<file path="config.mk">
export PLATFORM = sky130hd
export DESIGN_NAME = ifetch_queue
export DESIGN_NICKNAME = d
export VERILOG_FILES = /design/src/rtl/ifetch_queue.sv
export SDC_FILE = /design/constraint.sdc
export NUM_CORES = 1
export LEC_CHECK = 0
export CAP_MARGIN = 25
export CELL_PAD_IN_SITES_DETAIL_PLACEMENT = 0
export CELL_PAD_IN_SITES_GLOBAL_PLACEMENT = 1
export CORE_UTILIZATION = 42
export DETAILED_ROUTE_END_ITERATION = 8
export HOLD_SLACK_MARGIN = 0.08
export PLACE_DENSITY_LB_ADDON = 0.1
export REMOVE_ABC_BUFFERS = 1
export SLEW_MARGIN = 20
export SYNTH_ARGS = -nofsm -noshare
export SYNTH_HDL_FRONTEND = slang
export SYNTH_SLANG_ARGS = --single-unit
</file>
<file path="constraint.sdc">
create_clock -name clk -period 4.02 [get_ports clk]
set_input_delay 0.402 -clock clk [delete_from_list [all_inputs] [get_ports clk]]
set_output_delay 0.402 -clock clk [all_outputs]
set_load 0.03 [all_outputs]
</file>
<file path="src/rtl/ifetch_queue.sv">
// Instruction-fetch front end: owns the fetch PC, issues one bus request at a time,
// and buffers returned {pc, instr} pairs in a DEPTH-entry FIFO drained by decode.
module ifetch_queue #(
    parameter int unsigned     XLEN     = 64,
    parameter int unsigned     DEPTH    = 4,
    parameter logic [XLEN-1:0] RESET_PC = XLEN'(64'h8000_0000)
) (
    input  logic            clk,
    input  logic            reset,
    output logic            ireq_valid,
    output logic [XLEN-1:0] ireq_addr,
    input  logic            iresp_addr_ok,
    input  logic            iresp_data_ok,
    input  logic [31:0]     iresp_data,
    input  logic            redirect_valid,
    input  logic [XLEN-1:0] redirect_pc,
    output logic            out_valid,
    output logic [XLEN-1:0] out_pc,
    output logic [31:0]     out_instr,
    input  logic            out_ready
);

    localparam int unsigned     PW      = $clog2(DEPTH);
    localparam int unsigned     CW      = $clog2(DEPTH + 1);
    localparam logic [CW-1:0]   DEPTH_C = CW'(DEPTH);

    typedef enum logic [1:0] {S_REQ = 2'd0, S_WAIT = 2'd1, S_IDLE = 2'd2} state_e;

    state_e          state_q, state_d;
    logic [XLEN-1:0] req_addr_q, req_addr_d;
    logic [XLEN-1:0] next_pc_q, next_pc_d;
    logic            drop_q, drop_d;
    logic [PW-1:0]   head_q, head_d, tail_q, tail_d;
    logic [CW-1:0]   count_q, count_d;

    logic [XLEN-1:0] pc_mem    [DEPTH];
    logic [31:0]     instr_mem [DEPTH];

    logic completing, inflight, enq, deq, has_space;
    logic unused_redirect_lsbs;

    assign unused_redirect_lsbs = ^redirect_pc[1:0];

    assign inflight   = (state_q == S_REQ) || (state_q == S_WAIT);
    assign completing = ((state_q == S_REQ) && iresp_addr_ok && iresp_data_ok) ||
                        ((state_q == S_WAIT) && iresp_data_ok);
    assign deq        = out_valid && out_ready;
    // Data returning under a redirect or a pending drop belongs to the abandoned path.
    assign enq        = completing && !drop_q && !redirect_valid;
    // Space is judged on the post-update occupancy so the next request always has a slot.
    assign has_space  = count_d < DEPTH_C;

    // FIFO pointers, occupancy and the next sequential fetch PC.
    always_comb begin
        head_d    = head_q;
        tail_d    = tail_q;
        count_d   = count_q;
        next_pc_d = next_pc_q;
        if (redirect_valid) begin
            head_d    = tail_q;
            count_d   = '0;
            next_pc_d = {redirect_pc[XLEN-1:2], 2'b00};
        end else begin
            if (deq) head_d = head_q + PW'(1);
            if (enq) begin
                tail_d    = tail_q + PW'(1);
                next_pc_d = req_addr_q + XLEN'(4);
            end
            count_d = count_q + CW'(enq) - CW'(deq);
        end
    end

    // Next-state logic.
    always_comb begin
        state_d    = state_q;
        req_addr_d = req_addr_q;
        drop_d     = drop_q;
        case (state_q)
            S_REQ: begin
                if (completing)         state_d = has_space ? S_REQ : S_IDLE;
                else if (iresp_addr_ok) state_d = S_WAIT;
            end
            S_WAIT: begin
                if (completing) state_d = has_space ? S_REQ : S_IDLE;
            end
            S_IDLE: begin
                if (has_space) state_d = S_REQ;
            end
            default: state_d = S_REQ;
        endcase
        // A fresh request loads its address; a REQ still waiting for addr_ok keeps the old one.
        if ((state_d == S_REQ) && (completing || (state_q == S_IDLE))) req_addr_d = next_pc_d;
        if (completing)                       drop_d = 1'b0;
        else if (redirect_valid && inflight)  drop_d = 1'b1;
    end

    // Output logic.
    always_comb begin
        ireq_valid = (state_q == S_REQ);
        ireq_addr  = req_addr_q;
        out_valid  = (count_q != '0);
        out_pc     = pc_mem[head_q];
        out_instr  = instr_mem[head_q];
    end

    always_ff @(posedge clk or posedge reset) begin
        if (reset) state_q <= S_REQ;
        else       state_q <= state_d;
    end

    // NOTE: sequential state uses non-blocking assignments so every flop samples pre-edge values.
    always_ff @(posedge clk or posedge reset) begin
        if (reset) begin
            req_addr_q <= RESET_PC;
            next_pc_q  <= RESET_PC + XLEN'(4);
            drop_q     <= 1'b0;
            head_q     <= '0;
            tail_q     <= '0;
            count_q    <= '0;
        end else begin
            req_addr_q <= req_addr_d;
            next_pc_q  <= next_pc_d;
            drop_q     <= drop_d;
            head_q     <= head_d;
            tail_q     <= tail_d;
            count_q    <= count_d;
        end
    end

    // NOTE: storage is not reset; entries are only read while count marks them valid.
    always_ff @(posedge clk) begin
        if (enq) begin
            pc_mem[tail_q]    <= req_addr_q;
            instr_mem[tail_q] <= iresp_data;
        end
    end

endmodule

</file>
==> results.sh <==
export IMPL_powerDensity_nw_per_um2=738.1
export IMPL_antenna_found_initial=8
export IMPL_drt_antenna_violating_nets=0
export IMPL_portBuffers=261
export IMPL_synth_seq_cells=522
export IMPL_critical_path_arrival_ns=4.10
export IMPL_grt_pass1_wl_mm=80.16
export IMPL_syn_cell_area_um2=21570
export IMPL_wl_mm=52.43
export IMPL_numCtsBuffers=54
export IMPL_cts_root_buf="clkbuf_16"
export IMPL_cp_end_kind="flop"
export IMPL_yosysTopAreaCell="edfxtp_1"
export IMPL_clkTransAtPathRegs_ns=0.06
export IMPL_routabilityCongestion=0.7503
export IMPL_finalInstanceArea_um2=26920
export IMPL_ys_top_cells_by_count="edfxtp_1 (384), dfrtp_1 (135), mux4_2 (96)"
export IMPL_outcome="finished clean"
export IMPL_reg2regPathDepth=12
export IMPL_yosysMostFrequentCell="edfxtp_1"
export IMPL_crit_fanout=23
export IMPL_synth_async_sr_flop_share_pct=26.44
export IMPL_grt_pass1_vias=13070
export IMPL_dp_cells=2230
export IMPL_drc=0
export IMPL_startpoint_type="flop"
export IMPL_tightest_slew_ns=0.9129
export IMPL_cts_tree="done"
export IMPL_grt_max_degree=89
export IMPL_final_util_pct=53.44
export IMPL_clock_fmax_mhz=276.0
export IMPL_setup_violations=0
export IMPL_hp_class="input pin to asynchronous set/reset pin"
export IMPL_crit_reg2reg_launch="count_q[1]$_DFF_PP0_"
export IMPL_final_min_clock_period_ns=3.623
export IMPL_timing_final_hold_violations=0
export IMPL_finalClockSkew_ns=0.02378
export IMPL_viasPerCell=5.467
export IMPL_ir_drop_mv=0.5106
export IMPL_switching_share_pct=35.14
export IMPL_fin_cells=2333
export IMPL_synth_top_area_share_pct=53.47
export IMPL_syn_area_per_cell_um2=16.09
export IMPL_synth_edf_count=384
export IMPL_synth_flop_cell="edfxtp_1"
export IMPL_rsz0062_at_grt="false"
export IMPL_p_total_mw=19.87
export IMPL_rr_endpoint="ireq_addr[23]$_DFFE_PP0P_"
export IMPL_period_share_pct=90.13
export IMPL_drive_above_1_share_pct=15.45
export IMPL_clk_path_buf_depth=3
export IMPL_pwr_share_seq_pct=39.9
export IMPL_cts_num_sinks=522
export IMPL_rows=82
export IMPL_place_area_um2=25200
export IMPL_crit_end="ireq_addr[23]$_DFFE_PP0P_"
export IMPL_crit_required_ns=4.50
export IMPL_ys_types=65
export IMPL_worst_setup_path_type="flop to flop"
export IMPL_initial_core_util_pct=42.81
export IMPL_slew_headroom_pct=39.07
export IMPL_syn_inst=1340
export IMPL_wl_per_cell_um=22.47
export IMPL_pwr_share_comb_pct=35.6
export IMPL_slew_viol_final=0
export IMPL_fin_nets=1724
export IMPL_synth_area_leaders="edfxtp_1 (53%), dfrtp_1 (16%), mux4_2 (10%), xnor2_1 (1.6%), a21oi_1 (1.4%)"
export IMPL_max_cap_viol_count=0
export IMPL_reg2reg_slack_ns=0.40
export IMPL_fp_dieArea_um2=52260
export IMPL_drt_iter0_drc=744
export IMPL_die_y_um=228.6
export IMPL_dp_hpwl_mm=32.48
export IMPL_p_switching_mw=6.982
export IMPL_crit_start="count_q[1]$_DFF_PP0_"
export IMPL_p_leak_nw=9.269
export IMPL_worst_hold_slack_ns=0.3209
export IMPL_ys_seq_area_share_pct=69.50
export IMPL_track_usage_pct=20.16
export IMPL_dr_pass1_iters=4
export IMPL_p_clk_share_pct=24.5
export IMPL_cts_setup_buffers=0
export IMPL_area_growth_syn_to_layout_pct=24.81
export IMPL_synth_warning_count=0
export IMPL_grt_overflow=0
export IMPL_clock_latency_ns=0.60
export IMPL_vias=12760
export IMPL_p_int_mw=12.89
export IMPL_postCtsHoldBufs=0
export IMPL_core_area_um2=50380
export IMPL_htreeDepth=2
export IMPL_cts_resized_gates=0
export IMPL_die_w_um=228.6
export IMPL_top_level_ports=264
-- routing by layer --
layer  up-vias  global-route usage (%)  routed length [µm]
met5         -                       0                  56
met1      6550                   27.94               23490
met3        74                   4.079                2803
li1       5818                       -                   -
met2       305                   32.41               25070
met4         8                   5.537                1014
-- final cells by class --
class	count	area [µm²]
Inverter	19	78.83
Timing Repair Buffer	302	3068
Fill cell	4143	23460
Sequential cell	522	15000
Antenna cell	4	10.01
Multi-Input combinational cell	715	6217
Clock buffer	71	1446
Tap cell	672	840.8
Clock inverter	28	261.5
-- registers in the layout, summed over array words and instances (netlist names) --
name / flops
head_q: 2
next_pc_q: 64
pc_mem: 256
ireq_addr: 64
count_q: 3
tail_q: 2
instr_mem: 128
drop_q: 1
state_q: 2
-- stage by stage --
step	worst slack, ns	TNS, ns
after floorplan	-6.360	-1406.65
after CTS	0.3804	0
final	0.3967	0
after global routing	0.1833	0
after global placement	0.2002	0
after detailed placement	0.1507	0
-- power by group through the flow --
stage | clock network (mW) | logic, mW | registers [mW]
after CTS | 4.99 | 7.18 | 7.96
after floorplan | 0 | 3.64 | 8.57
after global placement | 0 | 7.13 | 8.01
after global routing | 5.20 | 7.54 | 8.09
after detailed placement | 0 | 7.15 | 8.06
final | 4.87 | 7.07 | 7.93
-- kinds of logic (layout without fill, tap and decap cells) --
| group | after synthesis | after routing | share of synthesized area, % |
|---|---|---|---|
| mux | 115 | 115 | 11.00 |
| compound gates | 249 | 249 | 7.432 |
| simple gates | 285 | 285 | 7.293 |
| fa+ha+maj | 8 | 8 | 0.4989 |
| flops | 522 | 522 | 69.50 |
| xor+xnor | 58 | 58 | 2.419 |
| other cells | 0 | 4 | 0 |
| buf+inv | 103 | 420 | 1.862 |
-- worst min-delay path by stage --
stage / end / depth (start not counted)
2_1_floorplan: next_pc_q[3]$_DFF_PP0_ / 2
3_3_place_gp: next_pc_q[3]$_DFF_PP0_ / 2
3_5_place_dp: next_pc_q[3]$_DFF_PP0_ / 2
4_1_cts: next_pc_q[2]$_DFF_PP1_ / 3
5_1_grt: state_q[0]$_DFF_PP0_ / 2
6_report: state_q[0]$_DFF_PP0_ / 2
-- cells in the final DEF (no fill, tap or decap), types with 6 or more instances in the layout --
master / count
mux4_2: 96
buf_12: 12
xor2_1: 17
o21ai_0: 59
and4_1: 11
o21ai_1: 8
mux2_2: 16
o22ai_1: 9
nand4_1: 14
o22a_1: 8
o221ai_1: 7
inv_1: 17
o31a_1: 9
ha_1: 7
a22o_1: 9
edfxtp_1: 384
nand2_1: 77
xnor2_1: 40
a21oi_1: 60
and2_1: 12
nand3_1: 28
clkinv_2: 7
dfrtp_1: 133
clkdlybuf4s50_1: 260
buf_4: 30
a22oi_1: 16
clkinv_1: 12
nor2b_1: 13
a211oi_1: 11
clkbuf_16: 55
a31oi_1: 8
nor2_1: 37
nor3_1: 23
o31ai_1: 6
and3_1: 36
clkbuf_1: 15
-- critical path, cell delays in order (launching register included) --
cell and delay (ns):
dfrtp_1 0.41, or3_1 0.41, and2_1 0.25, ha_1 0.31, inv_1 0.06, ha_1 0.13, inv_1 0.05, fa_1 0.38
xnor3_1 0.35, nor2_1 0.10, nor2b_4 0.44, buf_12 0.24, mux2_2 0.35
Note: power is estimated with default switching activity, not from simulation.
